**config.mk**
```make
export PLATFORM = sky130hd
export DESIGN_NAME = fc2_sequencer
export DESIGN_NICKNAME = d
export VERILOG_FILES = /design/src/rtl/fc2_sequencer.sv
export SDC_FILE = /design/constraint.sdc
export NUM_CORES = 1
export LEC_CHECK = 0
export BUFFER_PORTS_ARGS = -buffer_cell sky130_fd_sc_hd__buf_2
export CAP_MARGIN = 20
export CORE_ASPECT_RATIO = 1.1
export CORE_MARGIN = 10
export CORE_UTILIZATION = 30
export CTS_BUF_LIST = sky130_fd_sc_hd__clkbuf_4 sky130_fd_sc_hd__clkbuf_8
export DETAILED_ROUTE_END_ITERATION = 8
export GPL_ROUTABILITY_DRIVEN = 0
export MAX_ROUTING_LAYER = met4
export PLACE_DENSITY_LB_ADDON = 0.3
export SYNTH_ARGS = -nofsm -noshare
export SYNTH_HDL_FRONTEND = slang
export SYNTH_SLANG_ARGS = --single-unit
```
**constraint.sdc**
```tcl
create_clock -name clk -period 1.8 [get_ports clk]
set_input_delay 0.54 -clock clk [delete_from_list [all_inputs] [get_ports clk]]
set_output_delay 0.54 -clock clk [all_outputs]
set_load 0.01 [all_outputs]
```
**src/rtl/fc2_sequencer.sv**
```systemverilog
// FC2 layer sequencer: walks each output neuron over all FC1 activations, drains the MAC
// pipeline, shifts each result into the output FIFO and hands the full vector downstream.
module fc2_sequencer #(
  parameter int unsigned NUM_INPUTS  = 84,
  parameter int unsigned NUM_OUTPUTS = 10,
  parameter int unsigned MAC_LATENCY = 3,
  parameter int unsigned ADDR_IFM    = $clog2(NUM_INPUTS),
  parameter int unsigned ADDR_WM     = $clog2(NUM_INPUTS * NUM_OUTPUTS),
  parameter int unsigned ADDR_NEURON = $clog2(NUM_OUTPUTS)
) (
  input  logic                   clk,
  input  logic                   rst,
  input  logic                   start,
  input  logic                   out_ready,
  output logic [ADDR_IFM-1:0]    ifm_addr,
  output logic [ADDR_WM-1:0]     wm_addr,
  output logic [ADDR_NEURON-1:0] neuron_idx,
  output logic                   mac_enable,
  output logic                   mac_first,
  output logic                   fifo_enable,
  output logic                   busy,
  output logic                   out_valid,
  output logic                   done
);

  localparam int unsigned DrainW = $clog2(MAC_LATENCY + 2);
  localparam logic [ADDR_IFM-1:0]    LastIn     = ADDR_IFM'(NUM_INPUTS - 1);
  localparam logic [ADDR_NEURON-1:0] LastNeuron = ADDR_NEURON'(NUM_OUTPUTS - 1);
  localparam logic [DrainW-1:0]      LastDrain  = DrainW'(MAC_LATENCY);

  typedef enum logic [2:0] {StIdle, StRun, StDrain, StShift, StHold} state_e;

  state_e                 state_q, state_d;
  logic [ADDR_IFM-1:0]    i_q, i_d;
  logic [ADDR_WM-1:0]     wm_q, wm_d;
  logic [ADDR_NEURON-1:0] neuron_q, neuron_d;
  logic [DrainW-1:0]      drain_q, drain_d;
  logic                   mac_en_q, mac_en_d;
  logic                   mac_first_q, mac_first_d;
  logic                   done_q, done_d;

  always_ff @(posedge clk or posedge rst) begin
    if (rst) begin
      state_q     <= StIdle;
      i_q         <= '0;
      wm_q        <= '0;
      neuron_q    <= '0;
      drain_q     <= '0;
      mac_en_q    <= 1'b0;
      mac_first_q <= 1'b0;
      done_q      <= 1'b0;
    end else begin
      state_q     <= state_d;
      i_q         <= i_d;
      wm_q        <= wm_d;
      neuron_q    <= neuron_d;
      drain_q     <= drain_d;
      mac_en_q    <= mac_en_d;
      mac_first_q <= mac_first_d;
      done_q      <= done_d;
    end
  end

  always_comb begin
    state_d     = state_q;
    i_d         = i_q;
    wm_d        = wm_q;
    neuron_d    = neuron_q;
    drain_d     = drain_q;
    mac_en_d    = 1'b0;
    mac_first_d = 1'b0;
    done_d      = 1'b0;
    unique case (state_q)
      StIdle: begin
        // A start coinciding with the done pulse belongs to the finished pass.
        if (start && !done_q) begin
          state_d  = StRun;
          i_d      = '0;
          wm_d     = '0;
          neuron_d = '0;
        end
      end
      StRun: begin
        mac_en_d    = 1'b1;
        mac_first_d = (i_q == '0);
        // Running counter lands on the next neuron's base address after the last input.
        wm_d        = wm_q + 1'b1;
        if (i_q == LastIn) begin
          i_d     = '0;
          drain_d = '0;
          state_d = StDrain;
        end else begin
          i_d = i_q + 1'b1;
        end
      end
      StDrain: begin
        if (drain_q == LastDrain) begin
          state_d = StShift;
        end else begin
          drain_d = drain_q + 1'b1;
        end
      end
      StShift: begin
        if (neuron_q != LastNeuron) begin
          neuron_d = neuron_q + 1'b1;
          state_d  = StRun;
        end else begin
          state_d = StHold;
        end
      end
      StHold: begin
        if (out_ready) begin
          state_d = StIdle;
          done_d  = 1'b1;
        end
      end
      default: state_d = StIdle;
    endcase
  end

  assign ifm_addr    = i_q;
  assign wm_addr     = wm_q;
  assign neuron_idx  = neuron_q;
  assign mac_enable  = mac_en_q;
  assign mac_first   = mac_first_q;
  assign fifo_enable = (state_q == StShift);
  assign busy        = (state_q != StIdle);
  assign out_valid   = (state_q == StHold);
  assign done        = done_q;

endmodule

```
==> flow_summary.ini <==
[grt]
busiest_layer = met2
grt_pass1_vias = 1251
grt_use_met1_pct = 11.9
globalRouteMet2Util_pct = 13.1
globalRouteMet3Util_pct = 3.69
antenna_found_initial = 0
grt_pass1_wl_mm = 6.18
grt_use_total_pct = 9.43
overflow = 0
grt_start_max_net_pins = 31

[yosys]
synth_async_sr_flop_share_pct = 100
syn_area_um2 = 1590
ys_warn_count = 0
ys_seq_area_share_pct = 47.1
synth_edf_count = 0
yosys-top-cells-area = dfrtp_1, ha_1, o21ai_0, nor2_1, nand3_1
synth.avg_cell_area_um2 = 10.0
synth_area_leader_cell = dfrtp_1
ys_top_cells_by_count = dfrtp_1, o21ai_0, nor2_1
synthFlopType = dfrtp_1
ys_seq_elements = 30
synth_nets = 170
synth_top_area_share_pct = 47.1
ys_types = 39
synth_most_common_cell = dfrtp_1
synthCells = 159

[route]
viasPerCell = 4.97
drtIter0Drc = 70
drtAntennaViolNets = 0
wl_per_cell_um = 14.2
drc = 0
totalWireLength_mm = 3.69
drtPass1Iterations = 4
vias = 1293

[sta]
rsz0062_at_grt = true
worstMarginPinSlew_ns = 0.389
skew_ns = 0.00771
timing.fmax_ghz = 0.561
holdWs_ns = 0.334
setup_viol = 0
relSlewSlack_pct = 74.1
period_needed_ns = 1.78
slew_viol_final = 0
fin_crit_sh_pct = 99.0
hold_viol_final = 0
setup_ws_ns = 0.0188

[cells_and_area]
stdcell_area_um2 = 1980
drive_above_1_share_pct = 32.7
nets = 212
finish.utilization_pct = 39.1
fin_cells = 260
syn2layout_area_growth_pct = 24.4
seqCellArea_um2 = 754
fillers = 523
multiInputGateArea_um2 = 769
n_antenna_cell = 0

[floorplanning]
die_h_um = 96.5
die_area_um2 = 8630
num_rows = 27
io_pins = 31
core_area_um2 = 5070
initial_core_util_pct = 31.5
chipWidth_um = 89.5

[cts]
insertion_delay_ns = 0.28
clkSinkCount = 30
clockBufferDepth = 2
cts_tree = done
h-tree-depth = 2
postCtsHoldBufs = 0
clk_pin_slew_ns = 0.06
cts_made_buffers = 5
root_buffer = clkbuf_8

[setup_path]
reg2reg_slack_ns = 0.07
worstPathRequired_ns = 1.26
path_class = reg2out
worstSetupStartpointType = flop
arrival_ns = 1.24
cp-end-kind = primary output
crit_path_max_fanout = 6

[placement]
dp_cells = 243
portBuffers = 30
hpwl_mm = 2.67
dpl_worst_slack_ns = 0.157
placed_area_um2 = 1800

[worst_hold_path]
min-delay-path-class = in2async

[pwr]
ir_worst_vdd_mv = 0.529
power.density_nw_per_um2 = 1570
p_leak_nw = 1.00

[run_status]
run_status = completed

[run]
drv_cap = 0
## sequential cells by signal, indices dropped and copies added, names as in the netlist
name,flops
ifm_addr,7
neuron_idx,4
drain_q,3
mac_enable,1
wm_addr,10
mac_first,1
state_q,3
done,1
## repair_timing
item                                    CTS  global route
pin swaps                                 0             1
cloned                                    0             0
gates resized for setup                   4             2
endpoints found under the setup margin    2             4
buffers inserted                          4             5
## cells by family after synthesis
group | after synthesis | synth area share (%)
compound gates | 41 | 18.8
xor+xnor | 5 | 2.75
fa+ha+maj | 7 | 5.49
buf+inv | 17 | 5.02
flops | 30 | 47.1
mux | 5 | 3.30
simple gates | 54 | 17.6
## routing by layer
metal,vias up,share of wire (%)
li1,654,-
met1,608,48
met2,25,43
met3,6,7.1
met4,0,1.8
met5,-,0
## path summary, 6_finish.rpt
kind	endpoint	cells after the start	startpoint
hold / removal	neuron_idx[0]	3	rst
setup / recovery	busy	2	state_q[1]
min in group clk	state_q[2]	2	out_ready
hold reg to reg	wm_addr[9]	1	wm_addr[9]
max in group asynchronous	state_q[1]	3	rst
setup reg to reg	drain_q[2]	5	state_q[1]
## worst max-delay path, cell delays in order (launching register included)
cell,delay [ns]
dfrtp_2,0.44
or3_4,0.39
buf_6,0.13
## per-stage QoR
stage                     total power (W)  setup TNS, ns
final                             0.00311              0
after CTS                         0.00308              0
after floorplan                   0.00205              0
after global placement            0.00247              0
after global routing              0.00339        -0.0273
after detailed placement          0.00247              0
## cell type report
type	instances	area share (%)
clock buffer	7	4.54
inverter	8	1.51
timing repair buffer	44	13.2
clock inverter	1	0.252
sequential	30	38.0
tap	58	3.66
multi-input combinational	112	38.8
## power by group
group	total (W)	switching [W]	leakage (nW)	internal, W
clock	0.000574	0.000251	0.0517	0.000323
combinational	0.00134	0.000714	0.568	0.000630
sequential	0.00120	0.000288	0.381	0.000908
total	0.00311	0.00125	1.00	0.00186
## placed cells by master, fill, tap and decap left out, drive strengths merged, types with 2 or more instances in the layout
cell type / netlist / layout
nand3: 9 / 9
ha: 7 / 7
buf: 5 / 44
a211oi: 2 / 2
a41oi: 4 / 4
o21ai: 16 / 16
and3: 6 / 6
nand4: 4 / 4
a22o: 5 / 5
inv: 8 / 8
clkbuf: 4 / 7
xor2: 4 / 4
mux2i: 3 / 3
dfrtp: 30 / 30
a31oi: 6 / 6
nand2: 12 / 12
mux2: 2 / 2
nor2: 13 / 13
a21oi: 2 / 2
No activity file was read; power rests on OpenSTA's default activity.
